$ cat config.mk
export PLATFORM = sky130hd
export DESIGN_NAME = pow_dispatch
export DESIGN_NICKNAME = d
export VERILOG_FILES = /design/src/rtl/pow_dispatch.sv
export SDC_FILE = /design/constraint.sdc
export NUM_CORES = 1
export LEC_CHECK = 0
export ABC_AREA = 1
export CAP_MARGIN = 10
export CORE_MARGIN = 5
export CORE_UTILIZATION = 30
export CTS_CLUSTER_DIAMETER = 200
export DETAILED_ROUTE_END_ITERATION = 10
export PLACE_DENSITY = 0.47
export REMOVE_ABC_BUFFERS = 1
export SLEW_MARGIN = 20
export SYNTH_ARGS = -nofsm -noshare
export SYNTH_HDL_FRONTEND = slang
export SYNTH_SLANG_ARGS = --single-unit
$ cat constraint.sdc
create_clock -name clk -period 2 [get_ports clk]
set_clock_uncertainty 0.2 [all_clocks]
set_input_delay 0.4 -clock clk [delete_from_list [all_inputs] [get_ports clk]]
set_output_delay 0.4 -clock clk [all_outputs]
set_load 0.02 [all_outputs]
$ cat src/rtl/pow_dispatch.sv
// Request FIFO and issue/capture sequencer in front of the 16-bit power unit.
// Optional POW_DISPATCH_STATS_EN adds done_cnt and fifo_level outputs.
module pow_dispatch #(
    parameter int DEPTH = 4,
    parameter int XW    = 16,
    parameter int NW    = 8
) (
    input  logic                    clk,
    input  logic                    nrst,
    input  logic                    req_valid,
    output logic                    req_ready,
    input  logic [XW-1:0]           req_x,
    input  logic [NW-1:0]           req_n,
    output logic                    res_valid,
    input  logic                    res_ack,
    output logic [XW-1:0]           res_data,
`ifdef POW_DISPATCH_STATS_EN
    output logic [15:0]             done_cnt,
    output logic [$clog2(DEPTH):0]  fifo_level,
`endif
    output logic                    pw_start,
    output logic [XW-1:0]           pw_x,
    output logic [NW-1:0]           pw_n,
    input  logic                    pw_ready,
    input  logic [XW-1:0]           pw_out
);

    localparam int AW = $clog2(DEPTH);
    localparam logic [AW:0] PTR_ONE = 1;

    localparam logic [1:0] S_IDLE      = 2'd0;
    localparam logic [1:0] S_WAIT_BUSY = 2'd1;
    localparam logic [1:0] S_WAIT_DONE = 2'd2;

    logic [XW-1:0] x_mem_q [DEPTH];
    logic [NW-1:0] n_mem_q [DEPTH];
    logic [AW:0]   wr_ptr_q;
    logic [AW:0]   rd_ptr_q;
    logic [1:0]    state_q;
    logic [1:0]    state_d;
    logic          res_valid_q;
    logic [XW-1:0] res_data_q;
    logic          pw_start_q;
    logic [XW-1:0] pw_x_q;
    logic [NW-1:0] pw_n_q;

    logic full;
    logic empty;
    logic push;
    logic issue;
    logic capture;

    // Extra pointer MSB distinguishes full from empty when the indices match.
    assign full  = (wr_ptr_q[AW] != rd_ptr_q[AW]) &&
                   (wr_ptr_q[AW-1:0] == rd_ptr_q[AW-1:0]);
    assign empty = (wr_ptr_q == rd_ptr_q);

    assign push    = req_valid && !full;
    assign issue   = (state_q == S_IDLE) && !empty && pw_ready && !res_valid_q;
    assign capture = (state_q == S_WAIT_DONE) && pw_ready;

    assign req_ready = !full;
    assign res_valid = res_valid_q;
    assign res_data  = res_data_q;
    assign pw_start  = pw_start_q;
    assign pw_x      = pw_x_q;
    assign pw_n      = pw_n_q;

    always_comb begin
        state_d = state_q;
        case (state_q)
            S_IDLE:      if (issue)     state_d = S_WAIT_BUSY;
            S_WAIT_BUSY: if (!pw_ready) state_d = S_WAIT_DONE;
            S_WAIT_DONE: if (pw_ready)  state_d = S_IDLE;
            default:                    state_d = S_IDLE;
        endcase
    end

    always_ff @(posedge clk or negedge nrst) begin
        if (!nrst) begin
            for (int i = 0; i < DEPTH; i++) begin
                x_mem_q[i] <= '0;
                n_mem_q[i] <= '0;
            end
            wr_ptr_q <= '0;
        end else if (push) begin
            x_mem_q[wr_ptr_q[AW-1:0]] <= req_x;
            n_mem_q[wr_ptr_q[AW-1:0]] <= req_n;
            wr_ptr_q                  <= wr_ptr_q + PTR_ONE;
        end
    end

    always_ff @(posedge clk or negedge nrst) begin
        if (!nrst) begin
            rd_ptr_q   <= '0;
            state_q    <= S_IDLE;
            pw_start_q <= 1'b0;
            pw_x_q     <= '0;
            pw_n_q     <= '0;
        end else begin
            state_q    <= state_d;
            pw_start_q <= issue;
            if (issue) begin
                pw_x_q   <= x_mem_q[rd_ptr_q[AW-1:0]];
                pw_n_q   <= n_mem_q[rd_ptr_q[AW-1:0]];
                rd_ptr_q <= rd_ptr_q + PTR_ONE;
            end
        end
    end

    // Capture cannot collide with ack: issue is held off while a result is pending.
    always_ff @(posedge clk or negedge nrst) begin
        if (!nrst) begin
            res_valid_q <= 1'b0;
            res_data_q  <= '0;
        end else if (capture) begin
            res_valid_q <= 1'b1;
            res_data_q  <= pw_out;
        end else if (res_ack) begin
            res_valid_q <= 1'b0;
        end
    end

`ifdef POW_DISPATCH_STATS_EN
    logic [15:0] done_cnt_q;

    always_ff @(posedge clk or negedge nrst) begin
        if (!nrst) begin
            done_cnt_q <= '0;
        end else if (capture) begin
            done_cnt_q <= done_cnt_q + 16'd1;
        end
    end

    assign done_cnt   = done_cnt_q;
    assign fifo_level = wr_ptr_q - rd_ptr_q;
`endif

endmodule

Yosys cells after proc, flatten, opt, wreduce, memory -nomap -nowiden
Cells that the tools add are included.

cells by class
  add/sub/neg operators = 2
  multiply operators = 0
  div/mod/pow operators = 0
  order comparisons = 3
  equal/unequal tests = 8
  shifts and indexed selects = 0
  multiplexer cells = 18
  bitwise operators = 2
  reduce and logical (&&, ||, !) cells = 13

operators with widths
  cell                                                                          count
  64-bit bitwise mux                                                            1
  16-bit two-way mux                                                            3
  16-bit binary-select mux with 2-bit select                                    1
  32-bit bitwise mux                                                            1
  16-bit demux with 2-bit select                                                1
  8-bit two-way mux                                                             3
  8-bit binary-select mux with 2-bit select                                     1
  8-bit demux with 2-bit select                                                 1
  1-bit logical AND                                                             7
  3-bit by 1-bit adder with 3-bit output, second input constant                 2
  3-bit greater-or-equal comparator, second input constant                      2
  2-bit two-way mux                                                             3
  2-bit inequality test, second input constant                                  3
  2-bit inverter with 3-bit output                                              2
  2-bit one-hot mux with 3 select lines                                         1
  3-bit == test                                                                 1
  1-bit zero test                                                               3
  3-bit by 1-bit less-than comparator with 1-bit output, second input constant  1
  3-bit AND reduction                                                           1
  2-bit by 1-bit == test with 1-bit output, second input constant               1
  2-bit == test                                                                 1
  2-bit == test, second input constant                                          1
  2-bit zero test                                                               1
  1-bit two-way mux                                                             2
  2 further kinds                                                               2

storage, ports and cells
  bits in registers = 146
  latch bits = 0
  RAM bits = 0
  bits in read-only memories = 0
  output and inout port bits = 43
  logic and storage cells = 62
  memories kept = 0

Depth between registers and ports, before layout
  depth after elaboration = 7
  mapped depth = 10
  depth with buffers taken out = 7

Worst setup path before layout
Ideal clock, no wire load.

  kind = register to output
  from = register rd_ptr_q[0]
  to = output req_ready
  data arrival time = 1.088 ns
  required time = 1.400 ns
  slack = 0.312 ns
  stages on the path, launching flop included = 5
  cells stage by stage = dfrtp_1 buf_2 xnor2_2 nand3_2 buf_2

on the way
  longest elaborated chain between the ends = 3

RTL lines
  what                    line  source
  start, declared         38    logic [AW:0] rd_ptr_q;
  start signal, assigned  106   rd_ptr_q <= rd_ptr_q + PTR_ONE;
  2-bit == test           55    (wr_ptr_q[AW-1:0] == rd_ptr_q[AW-1:0]);
  1-bit logical AND       54    assign full = (wr_ptr_q[AW] != rd_ptr_q[AW]) &&
  1-bit zero test         62    assign req_ready = !full;
  end, declared           11    output logic req_ready,

Every way passes these cells.

Worst setup path in the final report
  from = register res_data_q[15] (netlist: res_data[15])
  to = output res_data[15]

RTL lines
  what                    line  source
  start, declared         42    logic [XW-1:0] res_data_q;
  start signal, assigned  118   res_data_q <= pw_out;
  end, declared           16    output logic [XW-1:0] res_data,

No word-level cell between the ends.

==> impl_metrics.ini <==
[power]
power.internal_mw = 8.99
ir_drop_mv = 0.666
p_switching_mw = 6.36
clockPowerShare_pct = 22.1
powerDensity_nw_per_um2 = 1740
pwr-share-comb_pct = 45.0
swShare_pct = 41.4
p_leak_nw = 4.53
p_seq_share_pct = 32.9

[detailed_routing]
wl_um = 21000
dr.pass1.iters = 4
wl_per_cell_um = 17.5
drt_iter0_markers = 395
ant_nets = 0
vias_per_cell = 4.90
vias = 5879
drc = 0

[job]
drv_cap = 0

[die]
fp.dieW_um = 161
io_pins = 88
die_h_um = 161
num_rows = 55
start_util_pct = 30.3
coreArea_um2 = 22600
fp.dieArea_um2 = 25900

[setup_path]
r2r_cells = 8
r2r_end = n_mem_q[26]
reg2reg_slack_ns = 0.18
cp_cell_sequence = clkdlybuf4s50_1
crit_arrival_ns = 1.37
endpoint_kind = primary output
required_ns = 1.40
crit_buf_inv = 1
critical-path-top-delay-family = buffers and inverters
worstSetupPathType = flip-flop to primary output
reg2reg_from = rd_ptr_q[1]
start_kind = flip-flop
slowest_delay_ns = 0.61
critPathSlowestCell = clkdlybuf4s50_1
cp_max_fo = 2

[sta]
slew_violations = 0
tightest_slew_ns = 0.431
post-route-period-util_pct = 98.4
fmax_ghz = 0.508
layout_setup_ws_ns = 0.0320
min_period_ns = 1.97
hold_viol_final = 0
max_slew_margin_pct = 71.3
setup_viol = 0

[synthesis]
synth_cell_types = 23
synth_compound_area_share_pct = 3.66
synth_simple_gate_area_share_pct = 33.4
synth_xor_area_share_pct = 0.366
synthMuxAreaShare_pct = 2.63
synth_seq_area_share_pct = 53.4
async_flop_share_pct = 100
yosys.area.top_type = dfrtp_1
synthTopCellsByCount = nand2_1, dfrtp_1, nand4_1, nor2_1, o21ai_0
post-synth-top-count-cell = nand2_1
synth_area_leaders = dfrtp_1, nand2_1, nand4_1, nor2_1, o21ai_0
syn_avg_cell_area_um2 = 8.40
yosys_warnings = 0
synth_fa_ha_area_share_pct = 0.915
ys.flop_type = dfrtp_1
syn_area_um2 = 6840
synth_edf_count = 0
synth_top_family_by_area = simple AND/OR/NAND/NOR gates
synth_top_area_share_pct = 53.4
synthCells = 814
ys_ff_latch = 146

[layout]
layout-drive-gt1-share_pct = 11.7
diodes = 0
fillCellCount = 2330
final_nets = 954
stdcell_count = 1201
synthToLayoutAreaGrowth_pct = 28.9

[clock_network]
cts.reportedPaths.clkPinSlew_ns = 0.06
root_buffer = clkbuf_16
clockBufferDepth = 2
post-cts-setup-buffer-count = 0
htree_levels = 4
cts_tree = built
cts_buffers = 17
clock_sinks = 146
worstSkewPairLatency_ns = 0.42

[worst_hold_path]
hold_path_end = n_mem_q[4]
hold_depth = 2
min_from = n_mem_q[4]
min_path_type = flip-flop to flip-flop

[placement]
dpl_worst_slack_ns = 0.0796
port-buffer-count = 87
dpl.hpwl_um = 13000
place_congestion = 0.731
dp.cells = 1169

[outcome]
status = complete, no violations

[grt]
grtUsageTotal_pct = 16.4
first_global_vias = 5830
grt_max_degree = 43
grt_pass1_wl_um = 33500
antenna_found_initial = 0
globalRouteOverflowTotal = 0
==> layout make-up <==
cell class / count / area, µm² / area share, %
flip-flops and latches: 146 / 3650 / 41.5
multi-input cells: 592 / 2810 / 31.9
repair buffers: 137 / 1340 / 15.2
clock buffers: 19 / 433 / 4.91
well taps: 285 / 357 / 4.05
clock inverters: 12 / 183 / 2.07
inverters: 10 / 37.5 / 0.426
==> power groups by stage <==
stage | clock (mW) | sequential [mW] | combinational, mW
floorplan | 0 | 5.56 | 3.37
global placement | 0 | 5.08 | 7.12
detailed placement | 0 | 5.10 | 7.16
CTS | 3.47 | 5.05 | 7.01
global route | 3.60 | 5.20 | 7.71
finish | 3.39 | 5.05 | 6.91
==> worst max-delay path by stage <==
stage,endpoint,from,cells past startpoint
global placement,req_ready,wr_ptr_q[2],5
detailed placement,req_ready,rd_ptr_q[1],5
floorplan,n_mem_q[10],rd_ptr_q[0],5
CTS,res_data[0],res_data[0],1
finish,res_data[15],res_data[15],1
global route,res_data[15],res_data[15],1
==> kinds of logic after synthesis <==
kind of cell / after synthesis
simple gates: 519
xor+xnor: 2
mux: 16
fa+ha+maj: 5
compound gates: 50
buf+inv: 76
flops: 146
==> layer usage <==
layer  wire length [µm]  global-route usage [%]  vias to the layer above
met1              10500                    23.1                     2871
li1                   -                       -                     2884
met3                737                    2.91                       11
met5                  0                       0                        -
met2               9550                    26.4                      113
met4                187                    3.84                        0
==> metrics by stage <==
| stage | total power, mW | hold WS, ns | area, µm² | utilization (%) | setup TNS, ns |
|---|---|---|---|---|---|
| global placement | 12.2 | 0.157 | 8190 | 36.3 | 0 |
| CTS | 15.5 | 0.269 | 8780 | 38.9 | 0 |
| global route | 16.5 | 0.281 | 8810 | 39.0 | -0.0296 |
| finish | 15.3 | 0.263 | 8810 | 39.0 | 0 |
| floorplan | 8.93 | -0.0956 | 6490 | - | -203.36 |
| detailed placement | 12.3 | 0.158 | 8190 | 36.3 | 0 |
==> repair_timing <==
| item | CTS | global route |
|---|---|---|
| setup endpoints to repair | 26 | 11 |
| endpoints found under the hold margin | 37 | 0 |
| resized for setup | 29 | 13 |
| hold buffers | 1 | 0 |
| pin swaps | 0 | 2 |
==> layout by cell type (no fill, tap or decap), drive strengths merged, types with 5 or more instances in the layout <==
cell           netlist  final
nand2              288    288
dfrtp              146    146
nand4               97     97
nor2                96     96
buf                 41     52
o21ai               49     49
clkdlybuf4s50        0     49
nand3               36     36
dlygate4sd2          0     25
clkbuf              25     19
mux2                16     16
inv                 10     11
dlymetal6s2s         0     10
ha                   5      5
==> registers in the layout, indices dropped and copies added (netlist names) <==
| signal | flops |
|---|---|
| res_data | 16 |
| x_mem_q | 64 |
| pw_x | 16 |
| rd_ptr_q | 3 |
| state_q | 2 |
| n_mem_q | 32 |
| res_valid | 1 |
| pw_start | 1 |
| pw_n | 8 |
| wr_ptr_q | 3 |
==> worst reg2reg max path, delay by kind of cell, from the launching register on <==
kind / cells / cell delay, ns
buf+inv: 3 / 0.63
flops: 1 / 0.40
simple gates: 5 / 0.53
Note: power is estimated with default switching activity, not from simulation.
